<file path="src/rtl/uart_pkg.sv">
// Shared types and helpers for the UART transmit path.
// The BREAK state exists only when UART_TX_BREAK_EN is defined.
package uart_pkg;

   typedef enum logic [2:0] {
      StIdle,
      StStart,
      StData,
      StParity,
      StStop1,
      StStop2
`ifdef UART_TX_BREAK_EN
      , StBreak
`endif
   } tx_state_t;

   localparam logic PAR_EVEN = 1'b0;
   localparam logic PAR_ODD  = 1'b1;

   localparam logic STOP_ONE = 1'b0;
   localparam logic STOP_TWO = 1'b1;

   // Frame length in baud ticks: start + data + optional parity + 1 or 2 stop bits.
   function automatic int unsigned frame_len(input int unsigned data_width, input logic par_en,
                                             input logic stop2);
      return 2 + data_width + {31'd0, par_en} + {31'd0, stop2};
   endfunction

endpackage

</file>
<file path="src/rtl/uart_tx_frame_if.sv">
// Valid/ready word interface feeding the UART transmitter holding buffer.
interface uart_tx_frame_if #(
   parameter int unsigned DATA_WIDTH = 8
);
   logic [DATA_WIDTH-1:0] s_data;
   logic                  s_valid;
   logic                  s_ready;

   modport master (output s_data, output s_valid, input s_ready);
   modport slave  (input s_data, input s_valid, output s_ready);
endinterface

</file>
<file path="src/rtl/uart_tx_shift.sv">
// Data shift register, bit counter and parity for one UART frame.
// Loaded on START entry and shifted on each tick spent in DATA.
module uart_tx_shift #(
   parameter int unsigned DATA_WIDTH = 8
) (
   input  logic                  clk,
   input  logic                  reset,
   input  logic                  load_i,
   input  logic [DATA_WIDTH-1:0] data_i,
   input  logic                  shift_i,
   output logic                  bit_o,
   output logic                  last_o,
   output logic                  parity_o
);
   localparam int unsigned CntW = $clog2(DATA_WIDTH);

   logic [DATA_WIDTH-1:0] shift_q, shift_d;
   logic [CntW-1:0]       cnt_q, cnt_d;
   logic                  par_q, par_d;

   always_comb begin
      shift_d = shift_q;
      cnt_d   = cnt_q;
      par_d   = par_q;
      if (load_i) begin
         shift_d = data_i;
         cnt_d   = '0;
         par_d   = ^data_i;
      end else if (shift_i) begin
         shift_d = shift_q >> 1;
         cnt_d   = cnt_q + 1'b1;
      end
   end

   always_ff @(posedge clk) begin
      if (reset) begin
         shift_q <= '0;
         cnt_q   <= '0;
         par_q   <= 1'b0;
      end else begin
         shift_q <= shift_d;
         cnt_q   <= cnt_d;
         par_q   <= par_d;
      end
   end

   // Bit that will be on the line after this cycle, so the output register needs no extra stage.
   assign bit_o    = shift_d[0];
   assign last_o   = (cnt_q == CntW'(DATA_WIDTH - 1));
   assign parity_o = par_q;
endmodule

</file>
<file path="src/rtl/uart_tx_frame.sv">
// UART transmitter: holding buffer, frame FSM and registered TX line.
// Optional line-break support is enabled with UART_TX_BREAK_EN.
module uart_tx_frame
   import uart_pkg::*;
#(
   parameter int unsigned DATA_WIDTH = 8
) (
   input  logic            clk,
   input  logic            reset,
   input  logic            tick_en,
   uart_tx_frame_if.slave  s_if,
   input  logic            par_en,
   input  logic            par_type,
   input  logic            stop2,
`ifdef UART_TX_BREAK_EN
   input  logic            break_req,
`endif
   output logic            tx_out,
   output logic            busy,
   output logic            done
);
   tx_state_t             state_q, state_d;
   logic [DATA_WIDTH-1:0] hold_data_q, hold_data_d;
   logic                  hold_full_q, hold_full_d;
   logic                  tx_q, tx_d;
   logic                  done_q, done_d;
   logic                  par_en_q, par_en_d, par_type_q, par_type_d, stop2_q, stop2_d;
   logic                  start_entry, shift_bit, shift_last, shift_par;

`ifdef UART_TX_BREAK_EN
   localparam int unsigned BrkTicks = frame_len(DATA_WIDTH, 1'b1, 1'b1);
   localparam int unsigned BrkW     = $clog2(BrkTicks);

   logic [BrkW-1:0] brk_cnt_q, brk_cnt_d;
   logic            brk_done;

   assign brk_done = (brk_cnt_q == BrkW'(BrkTicks - 1));

   always_comb begin
      brk_cnt_d = brk_cnt_q;
      if (state_q != StBreak) brk_cnt_d = '0;
      else if (tick_en && !brk_done) brk_cnt_d = brk_cnt_q + 1'b1;
   end

   always_ff @(posedge clk) begin
      if (reset) brk_cnt_q <= '0;
      else       brk_cnt_q <= brk_cnt_d;
   end
`endif

   always_comb begin
      state_d = state_q;
      done_d  = 1'b0;
      if (tick_en) begin
         unique case (state_q)
            StIdle: begin
`ifdef UART_TX_BREAK_EN
               if (break_req) state_d = StBreak;
               else
`endif
               if (hold_full_q) state_d = StStart;
            end
            StStart:  state_d = StData;
            StData:   if (shift_last) state_d = par_en_q ? StParity : StStop1;
            StParity: state_d = StStop1;
            StStop1: begin
               if (stop2_q == STOP_TWO) begin
                  state_d = StStop2;
               end else begin
                  state_d = hold_full_q ? StStart : StIdle;
                  done_d  = 1'b1;
               end
            end
            StStop2: begin
               state_d = hold_full_q ? StStart : StIdle;
               done_d  = 1'b1;
            end
`ifdef UART_TX_BREAK_EN
            StBreak:  if (brk_done && !break_req) state_d = StIdle;
`endif
            default:  state_d = StIdle;
         endcase
      end
   end

   assign start_entry = (state_d == StStart) && (state_q != StStart);

   always_comb begin
      hold_data_d = hold_data_q;
      hold_full_d = hold_full_q;
      par_en_d    = par_en_q;
      par_type_d  = par_type_q;
      stop2_d     = stop2_q;
      if (start_entry) begin
         hold_full_d = 1'b0;
         par_en_d    = par_en;
         par_type_d  = par_type;
         stop2_d     = stop2;
      end
      if (s_if.s_valid && s_if.s_ready) begin
         hold_data_d = s_if.s_data;
         hold_full_d = 1'b1;
      end
   end

   // Line value is derived from the next state so tx_out lines up with the state register.
   always_comb begin
      tx_d = 1'b1;
      case (state_d)
         StStart:  tx_d = 1'b0;
         StData:   tx_d = shift_bit;
         StParity: tx_d = shift_par ^ (par_type_q == PAR_ODD);
`ifdef UART_TX_BREAK_EN
         StBreak:  tx_d = 1'b0;
`endif
         default:  tx_d = 1'b1;
      endcase
   end

   uart_tx_shift #(
      .DATA_WIDTH(DATA_WIDTH)
   ) u_shift (
      .clk      (clk),
      .reset    (reset),
      .load_i   (start_entry),
      .data_i   (hold_data_q),
      .shift_i  (tick_en && (state_q == StData)),
      .bit_o    (shift_bit),
      .last_o   (shift_last),
      .parity_o (shift_par)
   );

   always_ff @(posedge clk) begin
      if (reset) begin
         state_q     <= StIdle;
         hold_data_q <= '0;
         hold_full_q <= 1'b0;
         tx_q        <= 1'b1;
         done_q      <= 1'b0;
         par_en_q    <= 1'b0;
         par_type_q  <= PAR_EVEN;
         stop2_q     <= STOP_ONE;
      end else begin
         state_q     <= state_d;
         hold_data_q <= hold_data_d;
         hold_full_q <= hold_full_d;
         tx_q        <= tx_d;
         done_q      <= done_d;
         par_en_q    <= par_en_d;
         par_type_q  <= par_type_d;
         stop2_q     <= stop2_d;
      end
   end

   assign s_if.s_ready = !hold_full_q;
   assign tx_out       = tx_q;
   assign busy         = (state_q != StIdle);
   assign done         = done_q;
endmodule

</file>
<file path="src/flat_wrapper.sv">
// flat-port wrapper written by rule: the top's interface ports become plain ports
module uart_tx_frame_flat import uart_pkg::*;
#(
   parameter int unsigned DATA_WIDTH = 8
)
  (clk, reset, tick_en, par_en, par_type, stop2, tx_out, busy, done, s_if_s_data, s_if_s_valid, s_if_s_ready);
  uart_tx_frame_if #(.DATA_WIDTH(DATA_WIDTH)) s_if_i ();
  input  logic clk;
  input  logic reset;
  input  logic tick_en;
  input  logic par_en;
  input  logic par_type;
  input  logic stop2;
  output logic tx_out;
  output logic busy;
  output logic done;
  input wire logic [$bits(s_if_i.s_data)-1:0] s_if_s_data;
  input wire logic [$bits(s_if_i.s_valid)-1:0] s_if_s_valid;
  output wire logic [$bits(s_if_i.s_ready)-1:0] s_if_s_ready;
  assign s_if_i.s_data = s_if_s_data;
  assign s_if_i.s_valid = s_if_s_valid;
  assign s_if_s_ready = s_if_i.s_ready;
  uart_tx_frame #(.DATA_WIDTH(DATA_WIDTH)) u_core (.clk(clk), .reset(reset), .tick_en(tick_en), .s_if(s_if_i), .par_en(par_en), .par_type(par_type), .stop2(stop2), .tx_out(tx_out), .busy(busy), .done(done));
endmodule
</file>
<file path="config.mk">
export PLATFORM = sky130hd
export DESIGN_NAME = uart_tx_frame_flat
export DESIGN_NICKNAME = d
export VERILOG_FILES = /design/src/rtl/uart_pkg.sv /design/src/rtl/uart_tx_frame_if.sv /design/src/rtl/uart_tx_shift.sv /design/src/rtl/uart_tx_frame.sv /design/src/flat_wrapper.sv
export SDC_FILE = /design/constraint.sdc
export NUM_CORES = 1
export LEC_CHECK = 0
export CAP_MARGIN = 30
export CORE_ASPECT_RATIO = 1.1
export CORE_MARGIN = 2
export CORE_UTILIZATION = 35
export CTS_BUF_LIST = sky130_fd_sc_hd__clkbuf_8
export CTS_CLUSTER_SIZE = 14
export DETAILED_ROUTE_END_ITERATION = 6
export HOLD_SLACK_MARGIN = 0.03
export PLACE_DENSITY_LB_ADDON = 0.12
export SLEW_MARGIN = 20
export SYNTH_ARGS = -nofsm -noshare
export SYNTH_HDL_FRONTEND = slang
export SYNTH_SLANG_ARGS = --single-unit
</file>
<file path="constraint.sdc">
create_clock -name clk -period 1.6 [get_ports clk]
set_input_delay 0.32 -clock clk [delete_from_list [all_inputs] [get_ports clk]]
set_output_delay 0.32 -clock clk [all_outputs]
set_load 0.01 [all_outputs]
</file>
Yosys cells after proc, flatten, opt, wreduce, memory -nomap -nowiden:

Index checks and enable logic that the tools add are counted.

* register bits after elaboration: 29
* bits of input ports: 15
* logic and storage cells: 50

* $add $sub $neg: 1
* equal/unequal tests: 10
* muxes and demuxes: 14
* bitwise operators: 2
* reductions and logical operators: 11

Operators with widths (count)
* $pmux W3 S6: 1
* $mux W8: 2
* $mux W3: 5
* $eq A3 B2 Y1 const B: 4
* $eq A3 B3 Y1 const B: 3
* $reduce_xor A8 Y1: 1
* $eq A3 B1 Y1 const B: 2
* $mux W1: 4
* $reduce_bool A2 Y1: 2
* $reduce_or A2 Y1: 2
* $add A3 B1 Y3 const B: 1
* $logic_and A1 B1 Y1: 3
* $logic_not A3 Y1: 1
* $ne A3 B1 Y1 const B: 1
* $pmux W1 S3: 1
* $reduce_bool A3 Y1: 1
* $pmux W1 S2: 1
* $logic_not A1 Y1: 1
* $not A1 Y1: 1
* $xor A1 B1 Y1: 1

Depth between registers and ports, before layout:

* depth in word-level cells: 8
* depth in mapped cells: 8
* mapped depth without buffers: 7

Modules after synthesis:

From an unflattened synthesis, not the netlist that was laid out.

* cells, all modules: 160
* area total of the unflattened synthesis: 1357.6 µm²

By module, submodules not included
* uart_tx_frame: times used 1, cells each 96, area an instance 774.5 µm², sequential area each 340.3 µm²
* uart_tx_shift: times used 1, cells each 64, area an instance 583.1 µm², sequential area each 240.2 µm²

Worst setup path before layout:

No wires, ideal clock.

* path type: register to register
* start: reg u_core.u_shift.cnt_q[0]
* end: reg u_core.u_shift.shift_q[5]
* data arrival time: 1.517 ns
* path slack: -0.050 ns
* stages on the path, launching flop included: 9
* buffers on the path: 1
* period minus slack after synthesis: 1.650 ns
* cells stage by stage: dfxtp_1 ha_1 ha_1 nand4b_1 a21oi_2 o221a_4 buf_8 a221oi_1 nor3_1

* cells in the longest elaborated chain, start to end: 7

Ends and longest elaborated chain
* start, declared: RTL line uart_tx_shift.sv:18 `logic [CntW-1:0] cnt_q, cnt_d;`
* start signal, assigned: RTL line uart_tx_shift.sv:42 `cnt_q <= cnt_d;`
* $eq A3 B3 Y1 *: RTL line uart_tx_shift.sv:49 `assign last_o = (cnt_q == CntW'(DATA_WIDTH - 1));`
* $mux W3 *: RTL line uart_tx_frame.sv:64 `StData: if (shift_last) state_d = par_en_q ? StParity : StStop1;`
* $pmux W3 S6 *: RTL line uart_tx_frame.sv:55 `unique case (state_q)`
* $mux W3 *: RTL line uart_tx_frame.sv:54 `if (tick_en) begin`
* $eq A3 B1 Y1 *: RTL line uart_tx_frame.sv:86 `assign start_entry = (state_d == StStart) && (state_q != StStart);`
* $logic_and A1 B1 Y1 *: RTL line uart_tx_frame.sv:86
* $mux W8 / $reduce_bool A2 Y1 (equally long branches)
* end signal, assigned: RTL line uart_tx_shift.sv:41 `shift_q <= shift_d;`
* end, declared: RTL line uart_tx_shift.sv:17 `logic [DATA_WIDTH-1:0] shift_q, shift_d;`

Every way passes the cells marked *; elsewhere a longest branch is shown, timed or not.
A chain may end at the register's enable or synchronous reset.

Final worst setup path:

* start: reg u_core.u_shift.cnt_q[1]
* end: reg u_core.u_shift.shift_q[2]

Same word-level chain as after synthesis.

==> results.md <==
* Initial antenna violation count at 0
* Via count at 1342
* Status: finished with violations
* Hold crit path type: reg2reg
* Post-Synth Simple-Gate Area at 23.61%
* WL per Instance at 12.71 µm
* Setup CP Type: reg2reg
* Die width at 66.53 µm
* Bufs and invs on worst path at 1
* Synth Register Bits at 29
* Layout cells sized above 1 at between 30% and 40%
* Metal2 WL at 1.700 mm
* Adder-Cell Fraction of Synth Area at under 10%
* CP cell instances: ha_4 -> ha_4 -> nand4b_1 -> a21oi_2 -> o221ai_2 -> buf_6 -> nor3_1 -> nor3_1
* Slowest CP cell: dfxtp_2
* Syn_area_per_cell at 8.906 µm²
* Worst-path fanout max at 10
* Gpl congestion at 0.7478
* Crit. End Element: flop
* Endpoints failing hold at 0
* Rows at 25
* Dpl cell area at ~1900 µm²
* CP arrival at 1.79 ns
* Distinct cell type count after synthesis at 42
* Power Density at 888.4 nW/µm²
* Skew-Pair Late Insertion Delay at about 0.27 ns
* TritonRoute pass-1 iters at 4
* Clk_skew at 0.002060 ns
* Slew HR at 80.42%
* RSZ-0062 raised after global routing: true
* CP startpoint kind: flop
* Clock transition at the registers of the reported paths at 0.06 ns
* Max-slew violation count at 0
* DR iter-0 viols at 24
* Max-Cap Viols at 0
* Avg Vias per Cell at 5.181
* Final Setup Violations at 6
* Failing checks: negative setup slack
* Vias in the first global route at 1316
* CP top delay family: compound AO/OA/AOI/OAI gates
* Fmax achieved at roughly 610 MHz
* DR WL met3 at 164 µm
* Tcrit/Tclk final at 101.9%
* I/O pins at 19
* Post-synthesis mux area share at 2.328%
* Syn Nets at 186
* Warnings from Yosys at 0
* Final net count at 222
* Pre-CTS setup slack at -0.4541 ns
* P_leak at 0.7516 nW
* # diodes at 0
* CTS buffer count at 5
* Final worst slack at -0.03118 ns
* Largest net degree at the start of global routing at 29
* Minimum clock period at 1.631 ns
* Antenna viol nets, final at 0
* Post-Syn Area at 1505 µm²
* Post-synthesis sequential area ratio at 38.57%
* Core area at ~4200 µm²
* Required @ worst endpoint at 1.76 ns
* Combinational family with the most area after synthesis: simple AND/OR/NAND/NOR gates
* Starting Density at around 36%
* Compound-Gate Fraction of Synth Area at 20.95%
* Commonest non-fill, non-tap cells in the layout: dfxtp_1, buf_4, nand2_1, a21oi_1, clkdlybuf4s50_1
* Highest Signal Layer: met4
* Clk sinks at 29
* GRT overflow at 0
* Post-Synth XOR/XNOR Area at 5.237%
* Most common cell after layout, fill and taps aside: dfxtp_1
* Clock Tree Root: clkbuf_8
* P&R area growth vs syn at 36.24%
* CTS tree: done
* Port Buf Inserts at 18
* Syn Inst Count at 169
* Least-Margin Pin Slew at 0.2897 ns
* Drc violations at 0
* First-pass GRT wire length at 5.630 mm
* Wire length on met1 at 1.318 mm
* Max incr delay on CP at ~0.35 ns
* Max clock buf depth at 2
* Die area at 4842 µm²
* Final instance area at 2051 µm²
* GRT Overall Usage at between 15 and 20%
* Peak VDD IR at 0.0005162 V
* Htree depth at 2
* Dpl hpwl at 2.409 mm
* Total Wirelength at 3.291 mm
* Die H at 72.78 µm
## synth_stat cells
master | count | share of area (%)
nor2_1 | 5 | 1.2
or2_2 | 1 | 0.42
ha_1 | 2 | 1.7
buf_2 | 2 | 0.67
o21ai_2 | 1 | 0.58
nor3_1 | 18 | 6.0
and3_1 | 1 | 0.42
buf_1 | 2 | 0.50
nand3_1 | 4 | 1.3
or3_1 | 1 | 0.42
clkbuf_1 | 2 | 0.50
nor2b_1 | 11 | 4.6
nand4b_1 | 2 | 1.2
a221oi_2 | 3 | 3.0
buf_6 | 3 | 2.2
o211ai_1 | 1 | 0.50
a211o_1 | 1 | 0.58
o221a_4 | 1 | 1.3
inv_1 | 3 | 0.75
a21oi_2 | 2 | 1.2
and2_1 | 1 | 0.42
or4bb_1 | 1 | 0.75
o221ai_2 | 1 | 1.0
xnor2_1 | 9 | 5.2
o21ai_1 | 1 | 0.33
a211oi_2 | 1 | 0.83
a21oi_1 | 18 | 6.0
a211oi_1 | 1 | 0.50
o21a_2 | 1 | 0.58
o21ai_0 | 6 | 2.0
nor4b_1 | 1 | 0.58
mux2i_1 | 2 | 1.3
nor2_2 | 1 | 0.42
a221oi_1 | 3 | 1.7
mux2_4 | 1 | 1.0
dfxtp_1 | 29 | 39
nand3b_1 | 2 | 1.0
buf_8 | 1 | 1.0
nand2_1 | 17 | 4.2
nor4bb_1 | 1 | 0.67
buf_4 | 4 | 2.0
a31oi_2 | 1 | 0.83
## state kept, by name, summed over array words and instances (netlist names)
register                 flops
u_core.done                  1
u_core.hold_data_q           8
u_core.hold_full_q           1
u_core.par_en_q              1
u_core.par_type_q            1
u_core.state_q               3
u_core.stop2_q               1
u_core.tx_out                1
u_core.u_shift.cnt_q         3
u_core.u_shift.parity_o      1
u_core.u_shift.shift_q       8
## worst paths after layout
kind	cells past startpoint	slack, ns	to	from
hold / removal	2	0.49	u_core.hold_data_q[4]	u_core.hold_data_q[4]
setup reg to reg	8	-0.03	u_core.u_shift.shift_q[2]	u_core.u_shift.cnt_q[1]
setup / recovery	8	-0.03	u_core.u_shift.shift_q[2]	u_core.u_shift.cnt_q[1]
hold reg to reg	2	0.49	u_core.hold_data_q[4]	u_core.hold_data_q[4]
## report_power, final
part	internal [mW]	total (mW)	switching, mW
Clock	0.333	0.582	0.248
Sequential	0.773	0.817	0.0440
Combinational	0.226	0.423	0.197
## tightest hold or removal path, cell delays in order, from the launching register on
cell and delay [ns]:
dfxtp_1 0.33, nand2_1 0.06, a21oi_1 0.05
## metal layers
metal,up-vias,GRT usage [%]
met3,14,4.167
met4,0,7.710
met1,618,16.06
met5,-,0
li1,670,-
met2,40,27.33
## logic make-up after synthesis
kind of cell,after synthesis
AND/OR/NAND/NOR,67
AO/OA/AOI/OAI,42
flip-flops,29
buffers and inverters,17
XOR/XNOR,9
multiplexers,3
adder cells (fa/ha/maj),2
## layout make-up
type                    count  area (µm²)
fillers                   427        2172
clock buffers               6       82.58
repair buffers             43       381.6
inverters                   3       11.26
clock inverters             1       3.754
well taps                  54       67.56
multi-input cells         123       912.1
flip-flops and latches     29       591.8
## per-stage QoR
stage,hold slack (ns),instances,power [mW],TNS (ns),util [%]
2_1_floorplan,0.4543,169,1.102,0,-
3_3_place_gp,0.4729,251,1.233,-6.435,44.18
3_5_place_dp,0.4791,251,1.238,-7.121,44.18
4_1_cts,0.4975,258,1.848,-0.1582,48.30
5_1_grt,0.5175,259,1.930,-1.569,48.56
6_report,0.4928,259,1.822,-0.09933,48.56
## timing repair
| action | in CTS | in global routing |
|---|---|---|
| pin swaps | 7 | 3 |
| setup endpoints to repair | 19 | 18 |
| gates resized for setup | 31 | 3 |
| setup buffers | 0 | 1 |
| hold buffers | 0 | 0 |
| endpoints found under the hold margin | 0 | 0 |
| gates cloned | 0 | 0 |
Note: power is estimated with default switching activity, not from simulation.
==> RTL edit (same flow settings) <==
Re-encode `tx_state_t` (6 states) as Gray code, 3 bits wide.
--- a/src/rtl/uart_pkg.sv
+++ b/src/rtl/uart_pkg.sv
@@ -3,12 +3,12 @@
 package uart_pkg;
 
    typedef enum logic [2:0] {
-      StIdle,
-      StStart,
-      StData,
-      StParity,
-      StStop1,
-      StStop2
+      StIdle   = 3'b000,
+      StStart  = 3'b001,
+      StData   = 3'b011,
+      StParity = 3'b010,
+      StStop1  = 3'b110,
+      StStop2  = 3'b111
 `ifdef UART_TX_BREAK_EN
       , StBreak
 `endif
Formal check against the unedited RTL: no difference found for any inputs over 10 cycles, from zero or initial values and one cycle with reset high; not proved beyond that.
==> RTL edit against the original RTL <==
- the run still ends with negative setup slack left
- design area decreased by 1.4%
- area after synthesis increased by 0.33%
- first-iteration DRC count increased by 46%
- routed wire length decreased by 3.3%
- global-route usage decreased by 0.51 points
- sequential cell count unchanged
- power decreased by 0.93%
- utilization decreased by 0.68 points
- sequential share of layout area increased by 0.35 points
- setup slack got worse by 0.20 ns
- critical path type unchanged
==> RTL edit: results (changes against the original RTL) <==
| Metric | Value |
|---|---|
| Status | finished, violations left (unchanged) |
| Violated checks | negative setup slack (unchanged) |
| Synth Flop Type | dfxtp_1 (unchanged) |
| Worst skew pair latency | 0.28 ns |
| Post-CTS Hold Buffers | 0 (unchanged) |
| Critical Path AT | 2.00 ns (was 1.79 ns) |
| Fillers | 429 (was 427) |
| Via density | 4.79 (was 5.18) |
| Clock power frac | 30.1% (was 31.9%) |
| Hold depth | 2 (unchanged) |
| Internal power | 1.31 mW (was 1.33 mW) |
| Post-CTS sizing | 8 (was 31) |
| Post-synth net total | 176 (was 186) |
| Sw Pwr | 0.499 mW (was 0.489 mW) |
| Least-Margin Pin Slew | 0.344 ns (was 0.290 ns) |
| Dpl hpwl | 2.38 mm (was 2.41 mm) |
| Global-route wire length before repair | 5.28 mm (was 5.63 mm) |
| # setup viols final | 18 (was 6) |
| DRT Pass-1 Iters | 3 (was 4) |
| Layout cells sized above 1 | 31.1% (was 31.7%) |
| LEAKAGE | 0.829 nW (was 0.752 nW) |
| Clock buffer depth | 2 (unchanged) |
| Sequential share of the synthesized area | 38.4% (was 38.6%) |
| R2R cell count | 9 (was 8) |
| Number of global-route vias before repair | 1184 (was 1316) |
| Largest net degree at the start of global routing | 34 (was 29) |
| Initial DRC Count | 35 (was 24) |
| VDD IR-drop max | 506 uV (was 516 uV) |
| Final #Nets | 212 (was 222) |
| Fin worst setup slack | -0.234 ns (was -0.0312 ns) |
| Gpl congestion | 0.713 (was 0.748) |
| Gr usage total | 14.7% (was 15.2%) |
| Area contributors post-synth | dfxtp_1 38%, mux2i_1 9.3%, nor3b_2 5.8% (was dfxtp_1 39%, a21oi_1 6.0%, nor3_1 6.0%) |
| Top post-synthesis cells by count | 29 x dfxtp_1, 21 x nand2_1, 14 x mux2i_1 (was 29 x dfxtp_1, 18 x a21oi_1, 18 x nor3_1) |
| Final wirelength | 3.18 mm (was 3.29 mm) |
| Comb. pwr | 0.431 mW (was 0.423 mW) |
| Post-route insts no fill | 250 (was 259) |
| Netlist cell types | 34 (was 42) |
| Place WS | -0.430 ns (was -0.454 ns) |
| Synthesized instance count | 159 (was 169) |
## RTL edit: routing by layer
| layer | up-vias | routed length (microns) | GRT usage, % |
|---|---|---|---|
| met5 | - | 0 | 0 |
| met4 | 0 | 68 | 6.80 |
| met3 | 8 | 109 | 4.63 |
| met2 | 20 | 1680 | 25.9 |
| met1 | 554 | 1330 | 15.9 |
| li1 | 616 | - | - |
## RTL edit: kinds of logic after synthesis
kind of cell | after synthesis | share of synthesized area [%]
flops | 29 | 38.4
mux | 14 | 9.28
compound gates | 26 | 12.0
xor+xnor | 9 | 5.22
fa+ha+maj | 2 | 1.66
buf+inv | 13 | 6.13
simple gates | 66 | 27.3
## RTL edit: through the flow
| stage | TNS (ns) | area [sq um] |
|---|---|---|
| 2_1_floorplan | -0.405 | 1570 |
| 3_3_place_gp | -6.13 | 1900 |
| 3_5_place_dp | -6.98 | 1900 |
| 4_1_cts | -3.93 | 2010 |
| 5_1_grt | -5.05 | 2020 |
| 6_report | -3.33 | 2020 |
## RTL edit: final cells by class
class	instances	area, sq um	area share, %
timing repair buffer	38	349	17.3
clock inverter	3	11.3	0.557
tap	54	67.6	3.34
multi-input combinational	118	923	45.7
inverter	3	11.3	0.557
clock buffer	5	68.8	3.40
sequential	29	591	29.2
## RTL edit: final timing paths
| path | from | to | slack [ns] |
|---|---|---|---|
| hold / removal | u_core.par_en_q | u_core.par_en_q | 0.49 |
| hold reg to reg | u_core.par_en_q | u_core.par_en_q | 0.49 |
| setup reg to reg | u_core.u_shift.cnt_q[1] | u_core.u_shift.shift_q[6] | -0.23 |
| setup / recovery | u_core.u_shift.cnt_q[1] | u_core.u_shift.shift_q[6] | -0.23 |
